### src/rtl/decode_exec_writeback_pkg.sv
// Shared encodings for the single-cycle RV32I decode/execute/writeback slice.
package decode_exec_writeback_pkg;

    localparam logic [6:0] OpcLui    = 7'b0110111;
    localparam logic [6:0] OpcJal    = 7'b1101111;
    localparam logic [6:0] OpcJalr   = 7'b1100111;
    localparam logic [6:0] OpcBranch = 7'b1100011;
    localparam logic [6:0] OpcLoad   = 7'b0000011;
    localparam logic [6:0] OpcStore  = 7'b0100011;
    localparam logic [6:0] OpcOpImm  = 7'b0010011;
    localparam logic [6:0] OpcOp     = 7'b0110011;
    localparam logic [6:0] OpcSystem = 7'b1110011;

    localparam logic [2:0] F3AddSub = 3'b000;
    localparam logic [2:0] F3Sll    = 3'b001;
    localparam logic [2:0] F3Slt    = 3'b010;
    localparam logic [2:0] F3Sltu   = 3'b011;
    localparam logic [2:0] F3Xor    = 3'b100;
    localparam logic [2:0] F3SrlSra = 3'b101;
    localparam logic [2:0] F3Or     = 3'b110;
    localparam logic [2:0] F3And    = 3'b111;
    localparam logic [2:0] F3Word   = 3'b010;
    localparam logic [2:0] F3Jalr   = 3'b000;
    localparam logic [2:0] F3Beq    = 3'b000;
    localparam logic [2:0] F3Bne    = 3'b001;
    localparam logic [2:0] F3Blt    = 3'b100;
    localparam logic [2:0] F3Bge    = 3'b101;
    localparam logic [2:0] F3Bltu   = 3'b110;
    localparam logic [2:0] F3Bgeu   = 3'b111;

    localparam logic [6:0] F7Zero = 7'b0000000;
    localparam logic [6:0] F7Alt  = 7'b0100000;

    localparam logic [31:0] EbreakInst = 32'h0010_0073;

    typedef enum logic [3:0] {
        AluAdd   = 4'd0,
        AluSub   = 4'd1,
        AluAnd   = 4'd2,
        AluOr    = 4'd3,
        AluXor   = 4'd4,
        AluSlt   = 4'd5,
        AluSltu  = 4'd6,
        AluEq    = 4'd7,
        AluNe    = 4'd8,
        AluGe    = 4'd9,
        AluGeu   = 4'd10,
        AluSll   = 4'd11,
        AluSrl   = 4'd12,
        AluSra   = 4'd13,
        AluPassB = 4'd14
    } alu_op_e;

    typedef enum logic [1:0] {
        WbAlu = 2'd0,
        WbMem = 2'd1,
        WbPc4 = 2'd2
    } wb_sel_e;

    typedef enum logic {
        Src2Reg = 1'b0,
        Src2Imm = 1'b1
    } src2_sel_e;

endpackage

### src/rtl/dew_alu.sv
// Combinational ALU; compare ops yield 0/1 zero-extended, shifts use src2[4:0].
module dew_alu
    import decode_exec_writeback_pkg::*;
#(
    parameter int unsigned XLEN = 32
) (
    input  logic [XLEN-1:0] src1,
    input  logic [XLEN-1:0] src2,
    input  logic [3:0]      op,
    output logic [XLEN-1:0] res
);

    logic [4:0] shamt;

    assign shamt = src2[4:0];

    always_comb begin
        res = '0;
        case (alu_op_e'(op))
            AluAdd:   res = src1 + src2;
            AluSub:   res = src1 - src2;
            AluAnd:   res = src1 & src2;
            AluOr:    res = src1 | src2;
            AluXor:   res = src1 ^ src2;
            AluSlt:   res = XLEN'($signed(src1) < $signed(src2));
            AluSltu:  res = XLEN'(src1 < src2);
            AluEq:    res = XLEN'(src1 == src2);
            AluNe:    res = XLEN'(src1 != src2);
            AluGe:    res = XLEN'($signed(src1) >= $signed(src2));
            AluGeu:   res = XLEN'(src1 >= src2);
            AluSll:   res = src1 << shamt;
            AluSrl:   res = src1 >> shamt;
            AluSra:   res = $unsigned($signed(src1) >>> shamt);
            AluPassB: res = src2;
            default:  res = '0;
        endcase
    end

endmodule

### src/rtl/decode_exec_writeback.sv
// Single-cycle RV32I slice: decode, GPR read, ALU and clocked register writeback.
module decode_exec_writeback
    import decode_exec_writeback_pkg::*;
#(
    parameter int unsigned XLEN  = 32,
    parameter int unsigned NREGS = 32
) (
    input  logic                  clk,
    input  logic                  reset,
    input  logic [31:0]           inst,
    input  logic [XLEN-1:0]       pc,
    input  logic [XLEN-1:0]       lw_data,
    output logic [4:0]            rd,
    output logic [4:0]            rs1,
    output logic [4:0]            rs2,
    output logic [XLEN-1:0]       imm,
    output logic [XLEN-1:0]       rs1_val,
    output logic [XLEN-1:0]       sw_data,
    output logic [XLEN-1:0]       alu_res,
    output logic                  sig_mem_we,
    output logic                  sig_fetch_advance_gpr,
    output logic                  sig_fetch_advance_by_imm,
    output logic                  sig_fetch_bcond,
    output logic                  sig_ebreak,
    output logic                  sig_illegal,
    output logic [XLEN*NREGS-1:0] gpr
);

    logic [6:0] opcode;
    logic [2:0] funct3;
    logic [6:0] funct7;
    logic [XLEN-1:0] imm_i, imm_s, imm_b, imm_u, imm_j;

    alu_op_e   alu_op;
    src2_sel_e src2_sel;
    wb_sel_e   wb_sel;
    logic      wb_en;
    logic      mem_we, adv_gpr, adv_imm, bcond, ebreak, illegal;

    logic [XLEN-1:0] regs [NREGS];
    logic [XLEN-1:0] src2, wb_val;

    assign opcode = inst[6:0];
    assign funct3 = inst[14:12];
    assign funct7 = inst[31:25];
    assign rd     = inst[11:7];
    assign rs1    = inst[19:15];
    assign rs2    = inst[24:20];

    assign imm_i = {{20{inst[31]}}, inst[31:20]};
    assign imm_s = {{20{inst[31]}}, inst[31:25], inst[11:7]};
    assign imm_b = {{19{inst[31]}}, inst[31], inst[7], inst[30:25], inst[11:8], 1'b0};
    assign imm_u = {inst[31:12], 12'b0};
    assign imm_j = {{11{inst[31]}}, inst[31], inst[19:12], inst[20], inst[30:21], 1'b0};

    always_comb begin
        alu_op   = AluAdd;
        src2_sel = Src2Imm;
        wb_sel   = WbAlu;
        wb_en    = 1'b0;
        mem_we   = 1'b0;
        adv_gpr  = 1'b0;
        adv_imm  = 1'b0;
        bcond    = 1'b0;
        ebreak   = 1'b0;
        illegal  = 1'b0;
        imm      = imm_i;
        case (opcode)
            OpcOp: begin
                src2_sel = Src2Reg;
                wb_en    = 1'b1;
                unique case (funct3)
                    F3AddSub: alu_op = funct7[5] ? AluSub : AluAdd;
                    F3Sll:    alu_op = AluSll;
                    F3Slt:    alu_op = AluSlt;
                    F3Sltu:   alu_op = AluSltu;
                    F3Xor:    alu_op = AluXor;
                    F3SrlSra: alu_op = funct7[5] ? AluSra : AluSrl;
                    F3Or:     alu_op = AluOr;
                    F3And:    alu_op = AluAnd;
                endcase
                // Only SUB and SRA may carry the alternate funct7.
                if (!(funct7 == F7Zero ||
                      (funct7 == F7Alt && (funct3 == F3AddSub || funct3 == F3SrlSra)))) begin
                    illegal = 1'b1;
                end
            end
            OpcOpImm: begin
                wb_en = 1'b1;
                unique case (funct3)
                    F3AddSub: alu_op = AluAdd;
                    F3Sll:    alu_op = AluSll;
                    F3Slt:    alu_op = AluSlt;
                    F3Sltu:   alu_op = AluSltu;
                    F3Xor:    alu_op = AluXor;
                    F3SrlSra: alu_op = funct7[5] ? AluSra : AluSrl;
                    F3Or:     alu_op = AluOr;
                    F3And:    alu_op = AluAnd;
                endcase
                if ((funct3 == F3Sll && funct7 != F7Zero) ||
                    (funct3 == F3SrlSra && funct7 != F7Zero && funct7 != F7Alt)) begin
                    illegal = 1'b1;
                end
            end
            OpcLoad: begin
                wb_sel  = WbMem;
                wb_en   = 1'b1;
                illegal = (funct3 != F3Word);
            end
            OpcStore: begin
                imm     = imm_s;
                mem_we  = 1'b1;
                illegal = (funct3 != F3Word);
            end
            OpcLui: begin
                imm    = imm_u;
                alu_op = AluPassB;
                wb_en  = 1'b1;
            end
            OpcJal: begin
                imm     = imm_j;
                wb_sel  = WbPc4;
                wb_en   = 1'b1;
                adv_imm = 1'b1;
            end
            OpcJalr: begin
                wb_sel  = WbPc4;
                wb_en   = 1'b1;
                adv_gpr = 1'b1;
                illegal = (funct3 != F3Jalr);
            end
            OpcBranch: begin
                imm      = imm_b;
                src2_sel = Src2Reg;
                bcond    = 1'b1;
                case (funct3)
                    F3Beq:   alu_op = AluEq;
                    F3Bne:   alu_op = AluNe;
                    F3Blt:   alu_op = AluSlt;
                    F3Bge:   alu_op = AluGe;
                    F3Bltu:  alu_op = AluSltu;
                    F3Bgeu:  alu_op = AluGeu;
                    default: illegal = 1'b1;
                endcase
            end
            OpcSystem: begin
                if (inst == EbreakInst) ebreak = 1'b1;
                else                    illegal = 1'b1;
            end
            default: illegal = 1'b1;
        endcase
        if (illegal || ebreak) begin
            wb_en   = 1'b0;
            mem_we  = 1'b0;
            adv_gpr = 1'b0;
            adv_imm = 1'b0;
            bcond   = 1'b0;
        end
    end

    assign sig_mem_we               = mem_we;
    assign sig_fetch_advance_gpr    = adv_gpr;
    assign sig_fetch_advance_by_imm = adv_imm;
    assign sig_fetch_bcond          = bcond;
    assign sig_ebreak               = ebreak;
    assign sig_illegal              = illegal;

    assign rs1_val = (rs1 == 5'd0) ? '0 : regs[rs1];
    assign sw_data = (rs2 == 5'd0) ? '0 : regs[rs2];
    assign src2    = (src2_sel == Src2Reg) ? sw_data : imm;

    dew_alu #(
        .XLEN (XLEN)
    ) u_alu (
        .src1 (rs1_val),
        .src2 (src2),
        .op   (alu_op),
        .res  (alu_res)
    );

    always_comb begin
        case (wb_sel)
            WbMem:   wb_val = lw_data;
            WbPc4:   wb_val = pc + XLEN'(4);
            default: wb_val = alu_res;
        endcase
    end

    always_ff @(posedge clk) begin
        if (reset) begin
            for (int i = 0; i < NREGS; i++) regs[i] <= '0;
        end else if (wb_en && rd != 5'd0) begin
            regs[rd] <= wb_val;
        end
    end

    always_comb begin
        gpr = '0;
        for (int i = 1; i < NREGS; i++) gpr[XLEN*i +: XLEN] = regs[i];
    end

endmodule

### config.mk
export PLATFORM = sky130hd
export DESIGN_NAME = decode_exec_writeback
export DESIGN_NICKNAME = d
export VERILOG_FILES = /design/src/rtl/decode_exec_writeback_pkg.sv /design/src/rtl/dew_alu.sv /design/src/rtl/decode_exec_writeback.sv
export SDC_FILE = /design/constraint.sdc
export NUM_CORES = 2
export LEC_CHECK = 0
export ABC_AREA = 1
export CORE_AREA = 2 2 499 501
export CTS_BUF_LIST = sky130_fd_sc_hd__clkbuf_2
export DETAILED_ROUTE_END_ITERATION = 6
export DIE_AREA = 0 0 501 503
export MAX_ROUTING_LAYER = met4
export SLEW_MARGIN = 30
export SYNTH_ARGS = -nofsm -noshare
export SYNTH_HDL_FRONTEND = slang
export SYNTH_HIERARCHICAL = 1
export SYNTH_SLANG_ARGS = --single-unit
export TNS_END_PERCENT = 20
### constraint.sdc
create_clock -name clk -period 6.3 [get_ports clk]
set_input_delay 1.26 -clock clk [delete_from_list [all_inputs] [get_ports clk]]
set_output_delay 1.26 -clock clk [all_outputs]
set_load 0.05 [all_outputs]
==> summary.txt <==
Run status
  • Status: finished with violations
  • Failing checks: DRC, setup timing

Timing
  • Setup Skew: 0.213 ns
  • Final setup fails: 32
  • Time the worst path needs with I/O delays and setup: 7.06 ns
  • Sum Neg Setup Slack: -19.34 ns
  • Setup ws final: -0.760 ns
  • Fmax: 142 MHz
  • Min Hold Slack: 0.537 ns
  • RSZ-0062 raised after global routing: yes
  • Final Max Tran Viols: 0
  • Final hold vios: 0
  • Tcrit/Tclk final: 1.12
  • Worst Max-Slew Pin Slew: 1.38 ns
  • Rel. slew slack: 0.0826

Clocking
  • CTS Buf Count: 303
  • Htree depth: 5
  • CTS tree: done
  • Clock sink count: 1024
  • Clk slew on worst S/H paths: roughly 0.11 ns
  • Clk Latency, worst-skew pair: 1.95 ns
  • CTS Buffer Depth: 4
  • Clock root cell: clkbuf_2

Critical path
  • Crit-path leading delay family: simple AND/OR/NAND/NOR gates
  • Critical Path End Type: primary output
  • Data arrival, critical path: 5.80 ns
  • CP max FO: 7
  • CP most frequent cell: buf_4
  • Kind of start point of the critical path: flop
  • Crit-path cells: inv_1 -> nor2_1 -> a21oi_2 -> o21ai_1 -> nand2_1 -> nand4_1 -> buf_12 -> nand2_4 -> nand2_4 -> nand2_4 -> nand2_4 -> inv_4 -> ha_4 -> buf_4 -> nand2_2 -> buf_4 -> buf_4 -> buf_4 -> nand3_1 -> o21ai_0 -> nor2_2 -> nand4_1 -> buf_4 -> buf_4
  • Slowest CP cell: edfxtp_1
  • Bufs and invs on worst path: 9
  • CP peak stage delay: 0.52 ns
  • WS Path Type: reg -> out
  • Critical Path RT: 5.04 ns

Pwr
  • Flop pwr share: 0.325
  • Clock power frac: 0.215
  • Logic pwr share: 0.460
  • Net Sw Frac: 0.444
  • Leakage: 44.0 nW
  • P_int: roughly 14 mW
  • Switching pwr: 11.0 mW
  • VDD IR max: about 0.18 mV
  • Power per cell area: 232 mW/mm2

Routing
  • DR pass1 iterations: 7
  • DRC viols: 4
  • Wirelength, routed: 544000 um
  • Antenna Nets Post-Route: 0
  • Via count: between 80000 and 90000
  • Drt via density: 5.76
  • DR iter-0 viols: around 13000
  • WL/cell: roughly 37 um

Synthesis
  • Most frequent cell after synthesis: nand2_1
  • Post-synth top area share: 0.447
  • Flops & latches, synth: 1024
  • Cell type with the largest total area after synthesis: edfxtp_1
  • Top cells by count, synth: nand2_1 (1795), nor2_1 (1236), edfxtp_1 (1024), o21ai_0 (841), nand3_1 (555)
  • Post-synthesis cell count: about 8600
  • Mapped cell area: 0.0688 mm2
  • Largest cells by area after synthesis: edfxtp_1 (45%), nand2_1 (9.8%), nor2_1 (6.7%), o21ai_0 (6.1%), nor2_2 (4.2%)
  • Netlist cell types: 57
  • Yosys Warn Count: 6
  • Sequential element share of the synthesized area: 0.447
  • EDFF count, synth: between 1000 and 1500
  • Synth Area per Inst: 7.97 um2
  • Most common flop cell mapped by yosys: edfxtp_1
  • Ys async rst share: 0

Die
  • Core area: about 0.25 mm2
  • Die W: 501 um
  • Rows: 183
  • Area of the die: 0.252 mm2
  • IO Pins: 1271
  • Initial Util: 0.278
  • Chip height: 503 um

Global route
  • Grt total ovfl: 0
  • Largest net degree at the start of global routing: 51
  • Vias in the first global route: 79945
  • Global-route wire length before repair: 708000 um
  • GRT Total Usage: 0.425
  • Initial antenna violation count: 36

Finish
  • Biggest register: regs
  • Sequential Area: just over 0.03 mm2
  • Biggest regs: regs: 1024 flops
  • Area occupied by multi-input gates: between 0.03 and 0.04 mm2
  • Final nets: 11571
  • Number of flip-flops in the largest register: 1024
  • Layout cell share with drive strength beyond 1: 0.320
  • Final Core Density: 0.431
  • Layout area overhead: 54.8%
  • Fillcell total: about 25000

Hold path
  • Worst hold path type: in -> reg

Placed design
  • Hpwl dp: 427000 um
  • Routability cong.: ~1.1
  • I/O Buffers: 1238

Run
  • Max_cap viols: 0
area by class of cell:
| class | count | share of cell area |
|---|---|---|
| clock buffer | 421 | 0.0198 |
| antenna | 22 | 0.000517 |
| inverter | 464 | 0.0170 |
| multi-input combinational | 6466 | 0.340 |
| tap | 3237 | 0.0380 |
| sequential | 1024 | 0.289 |
| timing repair buffer | 3101 | 0.291 |
| clock inverter | 81 | 0.00486 |
timing repair:
action | CTS | global route
hold buffers | 1 | 0
hold endpoints to repair | 3 | 0
pin swaps | 113 | 155
resized for setup | 542 | 361
setup endpoints to repair | 32 | 32
cloned | 3 | 6
setup buffers | 222 | 92
placed cells by master, fill, tap and decap left out, types with 70 or more instances in the layout:
| master | synthesis | final |
|---|---|---|
| o21ai_0 | 841 | 686 |
| nand2_2 | 10 | 175 |
| a21oi_1 | 435 | 368 |
| buf_12 | 5 | 359 |
| a22oi_1 | 126 | 119 |
| o21ai_1 | 27 | 125 |
| nand2_1 | 1795 | 1586 |
| ha_1 | 111 | 74 |
| o22ai_1 | 134 | 125 |
| nand4_1 | 90 | 90 |
| nor2_1 | 1236 | 1161 |
| o211ai_1 | 155 | 155 |
| edfxtp_1 | 1024 | 1024 |
| inv_1 | 440 | 397 |
| nand3_2 | 4 | 70 |
| clkbuf_2 | 2 | 421 |
| buf_4 | 62 | 1542 |
| nor2_2 | 460 | 498 |
| clkdlybuf4s50_1 | 0 | 1105 |
| nand3_1 | 555 | 460 |
through the flow:
| stage | power [mW] | cells | setup WS [ns] | cell area [um2] |
|---|---|---|---|---|
| global route | 25.2 | 14813 | -0.954 | 106000 |
| finish | 24.7 | 14816 | -0.760 | 106000 |
| detailed placement | 18.5 | 13974 | -1.49 | 98100 |
| global placement | 18.5 | 13974 | -1.54 | 98100 |
| CTS | 24.1 | 14699 | -0.831 | 104000 |
| floorplan | 12.2 | 8694 | -0.0289 | 69500 |
worst min-delay path, stage by stage:
cell and delay, ns:
clkdlybuf4s50_1 0.48, a21oi_1 0.08, nand2_1 0.11, o21ai_4 0.09, buf_12 0.16, nor2_2 0.12
cells by family (layout without fill, tap and decap cells):
| kind of cell | Yosys count | count (layout) | synth area share |
|---|---|---|---|
| simple gates | 4293 | 4293 | 0.278 |
| compound gates | 1921 | 1921 | 0.160 |
| buf+inv | 1204 | 4067 | 0.0835 |
| flops | 1024 | 1024 | 0.447 |
| fa+ha+maj | 113 | 113 | 0.0208 |
| mux | 70 | 70 | 0.0102 |
| xor+xnor | 5 | 5 | 0.000637 |
| other cells | 1 | 86 | 0.0000545 |
power by group through the flow:
stage / Combinational (mW) / Sequential (mW) / Clock, mW
finish: 11.4 / 8.03 / 5.31
global placement: 10.3 / 8.21 / 0
floorplan: 3.39 / 8.77 / 0
global route: 11.5 / 8.03 / 5.63
detailed placement: 10.3 / 8.20 / 0
CTS: 10.8 / 8.01 / 5.29
final timing paths:
check / slack, ns / from / cells after the start / end
hold / removal: 0.54 / lw_data[11] / 6 / regs[30][11]$_SDFFCE_PN0P_
hold reg to reg: 2.22 / regs[0][6]$_SDFFCE_PN0P_ / 16 / regs[27][6]$_SDFFCE_PN0P_
setup / recovery: -0.76 / regs[18][2]$_SDFFCE_PN0P_ / 24 / alu_res[2]
setup reg to reg: 1.25 / regs[31][23]$_SDFFCE_PN0P_ / 25 / regs[3][31]$_SDFFCE_PN0P_
metal layers:
metal / track usage / up-vias / share of wire
li1: - / 35055 / -
met1: 0.504 / 41375 / 0.36
met2: 0.630 / 7310 / 0.43
met3: 0.115 / 1631 / 0.12
met4: 0.285 / 0 / 0.086
met5: - / - / 0
No activity file was read; power rests on OpenSTA's default activity.
